### config.mk
export PLATFORM = sky130hd
export DESIGN_NAME = mult_serial_ctrl
export DESIGN_NICKNAME = d
export VERILOG_FILES = /design/src/rtl/mult_serial_ctrl.sv
export SDC_FILE = /design/constraint.sdc
export NUM_CORES = 1
export LEC_CHECK = 0
export BUFFER_PORTS_ARGS = -buffer_cell sky130_fd_sc_hd__buf_4
export CORE_MARGIN = 2
export CORE_UTILIZATION = 62
export CTS_BUF_LIST = sky130_fd_sc_hd__clkbuf_8
export CTS_CLUSTER_SIZE = 20
export DETAILED_ROUTE_END_ITERATION = 16
export PLACE_DENSITY = 0.91
export SYNTH_ARGS = -nofsm -noshare
export SYNTH_HDL_FRONTEND = slang
export SYNTH_SLANG_ARGS = --single-unit
### constraint.sdc
create_clock -name clk -period 3.4 [get_ports clk]
set_input_delay 0.17 -clock clk [delete_from_list [all_inputs] [get_ports clk]]
set_output_delay 0.17 -clock clk [all_outputs]
set_load 0.03 [all_outputs]
### src/rtl/mult_serial_ctrl.sv
// Bit-serial shift-add multiplier: loads A then B MSB-first, multiplies, streams the 2N-bit product out MSB-first.
// Define MULT_SIGNED_EN for two's-complement operands; the default build is unsigned.
module mult_serial_ctrl #(
    parameter int N = 4
) (
    input  logic           clk,
    input  logic           reset,
    input  logic           start,
    input  logic           in,
    output logic           out,
    output logic           out_valid,
    output logic           done,
    output logic           busy,
    output logic [2*N-1:0] product,
    output logic [2:0]     dbg_state
);
    localparam int CW = $clog2(2*N) + 1;

    typedef enum logic [2:0] {
        IDLE      = 3'd0,
        LOAD_A    = 3'd1,
        LOAD_B    = 3'd2,
        MULT      = 3'd3,
        SHIFT_OUT = 3'd4,
        DONE      = 3'd5
    } state_t;

    state_t         state;
    logic [N-1:0]   a;
    logic [N-1:0]   b;
    logic [2*N-1:0] acc;
    logic [2*N-1:0] sreg;
    logic [CW-1:0]  cnt;

    logic [2*N-1:0] a_ext;
    logic [2*N-1:0] addend;
    logic [2*N-1:0] acc_next;
    logic           last_step;

    assign dbg_state = state;

    // b is shifted right during MULT so b[0] is always the multiplier bit of the current step.
    always_comb begin
`ifdef MULT_SIGNED_EN
        a_ext = {{N{a[N-1]}}, a};
`else
        a_ext = {{N{1'b0}}, a};
`endif
        addend    = a_ext << cnt;
        last_step = (cnt == CW'(N-1));
        acc_next  = acc;
        if (b[0]) begin
`ifdef MULT_SIGNED_EN
            if (last_step) acc_next = acc - addend;
            else           acc_next = acc + addend;
`else
            acc_next = acc + addend;
`endif
        end
    end

    // out_valid qualifies out for each product bit; there is no backpressure on the output stream.
    always_ff @(posedge clk or posedge reset) begin
        if (reset) begin
            state     <= IDLE;
            a         <= '0;
            b         <= '0;
            acc       <= '0;
            sreg      <= '0;
            cnt       <= '0;
            product   <= '0;
            out       <= 1'b0;
            out_valid <= 1'b0;
            done      <= 1'b0;
            busy      <= 1'b0;
        end else begin
            done <= 1'b0;
            case (state)
                IDLE: begin
                    if (start) begin
                        state <= LOAD_A;
                        a     <= '0;
                        b     <= '0;
                        acc   <= '0;
                        cnt   <= '0;
                        busy  <= 1'b1;
                    end
                end
                LOAD_A: begin
                    a <= {a[N-2:0], in};
                    if (last_step) begin
                        state <= LOAD_B;
                        cnt   <= '0;
                    end else begin
                        cnt <= cnt + CW'(1);
                    end
                end
                LOAD_B: begin
                    b <= {b[N-2:0], in};
                    if (last_step) begin
                        state <= MULT;
                        cnt   <= '0;
                    end else begin
                        cnt <= cnt + CW'(1);
                    end
                end
                MULT: begin
                    acc <= acc_next;
                    b   <= b >> 1;
                    if (last_step) begin
                        product   <= acc_next;
                        sreg      <= {acc_next[2*N-2:0], 1'b0};
                        out       <= acc_next[2*N-1];
                        out_valid <= 1'b1;
                        state     <= SHIFT_OUT;
                        cnt       <= '0;
                    end else begin
                        cnt <= cnt + CW'(1);
                    end
                end
                SHIFT_OUT: begin
                    if (cnt == CW'(2*N-1)) begin
                        out       <= 1'b0;
                        out_valid <= 1'b0;
                        done      <= 1'b1;
                        state     <= DONE;
                        cnt       <= '0;
                    end else begin
                        out  <= sreg[2*N-1];
                        sreg <= sreg << 1;
                        cnt  <= cnt + CW'(1);
                    end
                end
                DONE: begin
                    state <= IDLE;
                    busy  <= 1'b0;
                    cnt   <= '0;
                end
                default: begin
                    state     <= IDLE;
                    busy      <= 1'b0;
                    out       <= 1'b0;
                    out_valid <= 1'b0;
                    cnt       <= '0;
                end
            endcase
        end
    end
endmodule

# Yosys cells after proc, flatten, opt, wreduce, memory -nomap -nowiden
# Cells that the tools add are included.
# word_totals
ff_bits	43
input_bits	4
out_inout_bits	15
elab_cells	74
# classes
add_sub_neg	2
n_eq_ne	13
n_shift	1
n_mux	28
bitwise	2
reduce_logical	17
# ops
cell	count
$mux 8	4
$pmux 8 s2	2
$pmux 4 s3	2
$mux 3	5
$pmux 3 s5	1
$mux 4	3
$ne 2x2->1 const B	6
$reduce_and 2->1	6
$add 8x8->8	1
$pmux 4 s2	1
$reduce_or 4->1	2
$shl 4x4->8	1
$mux 1	7
$eq 3x2->1 const B	2
$eq 3x3->1 const B	2
$pmux 1 s3	2
$reduce_and 3->1	2
$reduce_bool 2->1	3
$reduce_and 5->1	1
$add 4x1->4 const B	1
$eq 4x2->1 const B	1
$eq 4x3->1 const B	1
$eq 3x1->1 const B	1
$logic_not 3->1	1
other kinds (4)	5

# Longest topological paths before layout
# Gate-level depths: netlist of the first run.
# logic_depth
depth_word	5
depth_mapped	12
mapped_depth_nobuf	11

# Worst setup path before layout of the first run
# OpenSTA, ideal clock, no wires.
# synth_timing
path_kind	flip-flop to flip-flop
from	register cnt[0]
to	register product[7]
setup_time_ns	0.077
arrival_ns	2.772
t_required_ns	3.323
path_slack_ns	0.551
path_stages_with_launch	13
path_buffers	2
synth_period_minus_slack_ns	2.849
path_cell_list	dfrtp_1 -> buf_2 -> inv_1 -> nand2_1 -> or2_2 -> a211oi_1 -> ha_1 -> clkbuf_1 -> a21o_1 -> a21o_1 -> a211oi_4 -> mux2_2 -> o21ai_1
# synth_via
elab_chain_len	3
# synth_rtl
element	line_no	source
from (decl)	33	logic [CW-1:0] cnt;
from (signal assigned)	95	cnt <= cnt + CW'(1);
from (signal assigned)	104	cnt <= cnt + CW'(1);
from (signal assigned)	118	cnt <= cnt + CW'(1);
$shl 4x4->8	49	addend = a_ext << cnt;
$add 8x8->8	57	acc_next = acc + addend;
$mux 8	52	if (b[0]) begin
to (signal assigned)	111	product <= acc_next;
to (decl)	14	output logic [2*N-1:0] product,
# Parallel ways exist; a longest one is shown, timed or not.
# A chain may end at the register's enable or synchronous reset.

# Worst setup path in the final report of the first run
# Ends and elaborated chain as after synthesis.

==> results.md, run 1 <==
- Maxcap violations: 0
- H-tree Lvls: 2
- Peak VDD IR: approximately 0.60 mV
- Hpwl dp: roughly 4.3 mm
- Slowest stage delay, CP: 0.55 ns
- Synth Instances: ~280
- Register bit total from synthesis: 42
- F_max: 0.3262 GHz
- RSZ-0062 raised after global routing: false
- First-pass GRT wire length: a little under 10 mm
- Post-Syn Nets: around 300
- Root buffer cell: clkbuf_8
- # DRC: 0
- IO Count: 19
- Grt total ovfl: 0
- Fin cells: approximately 350
- Setup TNS: 0 ns
- Gpl congestion: just under 1
- Pin count of the biggest net entering global routing: 28
- Hold Vio Cnt, Final: 0
- Initial Util: 64.15%
- Final ANT Viol Nets: 0
- Crit-path slowest cell: nor4_1
- Critical path endpoint category: register
- Clock Skew: ~0.010 ns
- Commonest cells post-synth: dfrtp_1, nand2_1, o21ai_0
- Core box area: about 4000 um^2
- PwrDens: approximately 840 nW/um^2
- Clk buf depth: 2
- Die H: roughly 70 um
- Register-to-Register Path Depth: 8
- DRT iter0 DRCs: 144
- Critical Path RT: 3.63 ns
- CTS clk-pin slew, worst paths: ~0.09 ns
- Post-synth EDFFs: 0
- Critical Path End: product[7]
- Final worst path period need: approximately 3 ns
- Tcrit/Tclk final: 90.18%
- Synth async-reset ratio: 100.0%
- Wirelength per Cell: about 17 um
- Area contributors post-synth: dfrtp_1, nand2_1, o21ai_0
- Setup crit start kind: register
- Post-synth top area share: between 40% and 50%
- Worst Setup SP: cnt[0]
- P_leak: around 1.3 nW
- Post-CTS setup repair buffer count: 0
- Share of cells above drive strength 1: 14.58%
- R2R Setup Slk: 0.33 ns
- CP Class: register to register
- Placed insts: around 340
- Syn avg cell area: 9.033 um^2
- Row cnt: 23
- Nets: between 300 and 400
- Router iterations before antenna repair: 4
- Cell depth of the worst setup path: 8
- I/O Buffers: 18
- Most frequent cell after synthesis: dfrtp_1
- Initial antenna violation count: 0
- Worst Hold Class: primary input to asynchronous set/reset pin
- CP top delay family: compound AO/OA/AOI/OAI gates
- Inserted Diodes: 0
- Crit Reg-Reg Startpoint: cnt[0]
- Crit Path Max Fanout: 9
- Outcome: finished clean
- Top FF cell, synth: dfrtp_1
- Largest area contributor in the netlist: dfrtp_1
- Fillers: between 200 and 300
- Worst Tran Pin Value: slightly above 1 ns
- GRT Resource Usage Total: between 20 and 30%
- Total power: approximately 2.4 mW
- CTS tree: built
- Via count: roughly 2.2k
- Sinks on Clock Net: 42
- Vias per cell: 6.281
- WL final: around 5.9 mm
- Worst-Skew Late Latency: 0.31 ns
- Worst-path cell chain: mux2i_1 > nor4_1 > ha_1 > a211oi_1 > nor3_1 > a211oi_4 > mux2_2 > o21ai_1
- Sequential share of the synthesized area: about two fifths
- CP arrival: 3.30 ns
- Die W: 68.10 um
- Vias in the first global route: around 2.1k
- Slew Viols, Final: 0
- Synth unique cells: 52
- Worst slew margin: a little under a third
- YS warnings: 0
- Critical path buffers and inverters: 0
- Worst reg2reg endpoint: product[7]
- Area growth, synth to finish: 10.61%
- TritonCTS Buffers: 5
- Number of setup violations in the final report: 0
- Full die area: roughly 4600 um^2
- Synthesized area: between 2000 and 3000 um^2
routing by layer:
metal  track usage (%)  part of all wire [%]  vias to the layer above
li1                  -                     -                     1044
met5                 0                     0                        -
met1             35.56                    41                     1035
met4             14.75                   3.2                        0
met2             49.88                    51                       69
met3             5.757                   4.8                       19
state kept, by name, summed over array words and instances (netlist names):
signal     cells
product        8
a              4
done           1
acc            8
out            1
dbg_state      3
b              4
busy           1
sreg           7
out_valid      1
cnt            4
cell type report:
class	count	area (um^2)	area share, %
flip-flops and latches	42	1051	37.30
clock inverters	3	45.04	1.599
multi-input cells	216	1403	49.78
well taps	50	62.56	2.220
clock buffers	5	68.82	2.442
repair buffers	21	157.7	5.595
inverters	8	30.03	1.066
worst min-delay path by stage:
stage	start	endpoint	slack, ns
4_1_cts	in	a[0]	0.11
3_3_place_gp	in	a[0]	0.41
2_1_floorplan	in	a[0]	0.31
6_report	reset	out	0.11
3_5_place_dp	in	a[0]	0.41
5_1_grt	in	a[0]	0.11
kinds of logic after synthesis:
family                   count (synthesis)  synth area share [%]
AND/OR/NAND/NOR                        103                 20.33
buffers and inverters                   24                 3.733
multiplexers                            15                 6.582
flip-flops                              42                 41.26
XOR/XNOR                                 4                 1.375
adder cells (fa/ha/maj)                  9                 4.715
AO/OA/AOI/OAI                           85                 22.00
layout by cell type, fill, tap and decap left out, drive strengths merged, types with 5 or more instances in the layout:
cell type / instances
dfrtp: 42
nand2: 41
o21ai: 28
nor2: 22
buf: 21
a21oi: 19
mux2i: 10
a21o: 9
inv: 8
ha: 8
a211oi: 6
nand3: 5
nor3: 5
clkbuf: 5
a22o: 5
where the power goes:
group	leakage [nW]	internal, mW	switching, mW	total, mW
registers	0.547	0.657	0.232	0.890
logic	0.740	0.425	0.638	1.06
clock network	0.0504	0.218	0.185	0.403
total	1.34	1.30	1.05	2.36
worst reg2reg max path: stages, from the launching register on:
cell	delay [ns]
dfrtp_1	0.54
mux2i_1	0.17
nor4_1	0.55
ha_1	0.38
a211oi_1	0.34
nor3_1	0.15
a211oi_4	0.36
mux2_2	0.39
o21ai_1	0.13
per-stage QoR:
step | hold WS (ns) | cell area, um^2 | worst slack [ns] | utilization, %
floorplan | 0.3100 | 2547 | 0.5512 | -
global placement | 0.4129 | 2703 | 0.4602 | 68.05
detailed placement | 0.4146 | 2703 | 0.3364 | 68.05
CTS | 0.1067 | 2816 | 0.3047 | 70.92
global route | 0.1067 | 2818 | 0.08047 | 70.95
finish | 0.1083 | 2818 | 0.3340 | 70.95
what timing repair did:
action,CTS,global route
hold endpoints to repair,0,0
hold buffers,0,0
endpoints found under the setup margin,0,1
gates resized for setup,0,1
Note: power is estimated with default switching activity, not from simulation.
==> inputs of run 2 (changes only) <==
--- a/config.mk
+++ b/config.mk
@@ -6,12 +6,14 @@
 export NUM_CORES = 1
 export LEC_CHECK = 0
 export BUFFER_PORTS_ARGS = -buffer_cell sky130_fd_sc_hd__buf_4
+export CORE_ASPECT_RATIO = 0.9
 export CORE_MARGIN = 2
 export CORE_UTILIZATION = 62
 export CTS_BUF_LIST = sky130_fd_sc_hd__clkbuf_8
 export CTS_CLUSTER_SIZE = 20
 export DETAILED_ROUTE_END_ITERATION = 16
 export PLACE_DENSITY = 0.91
+export SETUP_SLACK_MARGIN = 0.2
 export SYNTH_ARGS = -nofsm -noshare
 export SYNTH_HDL_FRONTEND = slang
 export SYNTH_SLANG_ARGS = --single-unit
==> run 2 against run 1 <==
  * Global-route usage decreased by 2.9 points
  * Clock power decreased by 3%
  * Non-clock buffer count unchanged
  * Sequential power decreased by 1%
  * Clock skew increased by 0.00059 ns
  * Combinational power about the same
  * Setup slack got worse by 0.075 ns
  * Critical path depth increased by 1
  * Largest power group unchanged
==> results.md, run 2 (same netlist as run 1, synthesis figures left out) <==
- Core box area: 4019 um^2 (+1.2%)
- TritonCTS Buffers: 5 (unchanged)
- Final ANT Viol Nets: 0 (unchanged)
- DRT iter0 DRCs: 221 (+53%)
- P_leak: 1.345 nW (+0.56%)
- Number of setup violations in the final report: 0 (unchanged)
- Gpl congestion: 0.9365 (-5.0%)
- Sinks on Clock Net: 42 (unchanged)
- Critical Path RT: 3.56 ns (-0.07 ns)
- Clock Skew: 0.01069 ns (+0.0005866 ns)
- Worst-path cell chain: mux2_2 > nor2_1 > a2111oi_1 > ha_1 > a21o_1 > a21o_1 > and4_1 > a2111oi_0 > a21oi_1
- Wirelength per Cell: 16.52 um (-3.4%)
- Clk buf depth: 2 (unchanged)
- Crit-path slowest cell: a2111oi_1
- Biggest regs: acc x8, product x8, sreg x7
- Inserted Diodes: 0 (unchanged)
- Post-CTS setup repair buffer count: 0 (unchanged)
- Vias per cell: 6.362 (+1.3%)
- CP top delay family: compound AO/OA/AOI/OAI gates
- Worst Tran Pin Value: 0.8199 ns (-0.2057 ns)
- Vias in the first global route: 2002 (-5.8%)
- Die H: 64.81 um (-4.8%)
- Peak VDD IR: 0.5840 mV (-2.9%)
- Combinational share of power: 45.7% (+0.6 points)
- # DRC: 0 (unchanged)
- CP arrival: 3.30 ns (about the same)
- Grt total ovfl: 0 (unchanged)
- Nets: 307 (unchanged)
- CTS clk-pin slew, worst paths: 0.09 ns (about the same)
- Worst slew margin: 44.83% (+13 points)
- Clk pwr share: 16.7% (-0.4 points)
- Worst Hold Class: primary input to asynchronous set/reset pin
- H-tree Lvls: 2 (unchanged)
- Crit Path Max Fanout: 9 (unchanged)
- Outcome: finished clean
- Final worst path period need: 3.141 ns (+0.07491 ns)
- Area growth, synth to finish: 10.61% (unchanged)
- F_max: 0.3184 GHz (-2.4%)
- GRT Resource Usage Total: 26.58% (-2.9 points)
- Int Pwr: 1.302 mW (about the same)
- Worst setup margin: 0.2591 ns (-0.07491 ns)
- Worst-Skew Late Latency: 0.30 ns (about the same)
- Sequential share of power: 37.7% (about the same)
- CP Class: register to register
- Pin count of the biggest net entering global routing: 43 (+54%)
- Share of cells above drive strength 1: 15.25% (+0.68 points)
- Row cnt: 22 (-4.3%)
- First-pass GRT wire length: 9.542 mm (-3.8%)
- Root buffer cell: clkbuf_8
- Slowest stage delay, CP: 0.56 ns (about the same)
- Tcrit/Tclk final: 92.38% (+2.2 points)
- IO Count: 19 (unchanged)
- Post-place setup slack: 0.2276 ns (-0.1089 ns)
- Critical path endpoint category: register
- Full die area: 4638 um^2 (about the same)
- RSZ-0062 raised after global routing: false
- Hpwl dp: 3.934 mm (-8.9%)
- Slew Viols, Final: 0 (unchanged)
- Switching share of power: 44.34% (-0.44 points)
- Setup TNS: 0 ns (unchanged)
- Initial Util: 63.39% (-0.76 points)
- Initial antenna violation count: 0 (unchanged)
- WL final: 5.667 mm (-3.9%)
- Router iterations before antenna repair: 7 (+3)
- CTS tree: built
- I/O Buffers: 18 (unchanged)
- Total power: 2.338 mW (-0.73%)
- Setup crit start kind: register
- Via count: 2182 (+0.69%)
- Critical path buffers and inverters: 0 (unchanged)
- PwrDens: 829.9 nW/um^2 (-0.73%)
- Most frequent cells in the layout: nand2_1, dfrtp_1, o21ai_0
- Die W: 71.57 um (+5.1%)
- Hold Vio Cnt, Final: 0 (unchanged)
- Crit-path most repeated cell: a21o_1
- Net switching power: 1.037 mW (-1.7%)
- Maxcap violations: 0 (unchanged)
run 2: power by group through the flow:
stage,clock network [mW],registers (mW),logic (mW)
after detailed placement,0,0.880,1.03
after global placement,0,0.877,0.998
after CTS,0.393,0.873,1.06
final,0.390,0.881,1.07
after floorplan,0,0.868,0.764
after global routing,0.417,0.915,1.17
run 2: timing repair:
action / CTS / global route
resized for setup: 1 / 2
gates cloned: 0 / 0
hold buffers: 0 / 0
endpoints found under the setup margin: 2 / 7
run 2: final timing paths:
| path | depth (start not counted) | slack [ns] | from | to |
|---|---|---|---|---|
| max reg2reg | 9 | 0.26 | cnt[0] | sreg[7] |
| min reg2reg | 2 | 0.48 | product[0] | product[0] |
| max in group asynchronous | 3 | 3.01 | reset | cnt[0] |
| max | 9 | 0.26 | cnt[0] | sreg[7] |
| min in group clk | 2 | 0.12 | in | a[0] |
| min | 3 | 0.003 | reset | out_valid |
run 2: worst register-to-register path: stages, from the launching register on:
cell       delay, ns
dfrtp_2         0.48
mux2_2          0.27
nor2_1          0.05
a2111oi_1       0.56
ha_1            0.39
a21o_1          0.20
a21o_1          0.23
and4_1          0.20
a2111oi_0       0.49
a21oi_1         0.15
run 2: per-layer routing:
| layer | part of all wire [%] | GRT usage (%) |
|---|---|---|
| met2 | 50 | 42.94 |
| met3 | 5.4 | 4.977 |
| met4 | 1.6 | 9.670 |
| met1 | 43 | 35.71 |
| met5 | 0 | 0 |
run 2: area by class of cell:
cell class,instances,area [um^2]
Clock buffer,5,68.82
Tap cell,48,60.06
Multi-Input combinational cell,216,1409
Sequential cell,42,1052
Inverter,8,30.03
Fill cell,306,1201
Timing Repair Buffer,21,157.7
Clock inverter,3,40.04
run 2: through the flow:
step | util, % | area, um^2 | std cells | hold WS (ns)
after CTS | 69.93 | 2810 | 343 | 0.01781
after detailed placement | 67.19 | 2700 | 335 | 0.3393
after floorplan | - | 2547 | 282 | 0.3100
after global routing | 70.11 | 2818 | 343 | 0.04909
after global placement | 67.19 | 2700 | 335 | 0.3327
final | 70.11 | 2818 | 343 | 0.003044
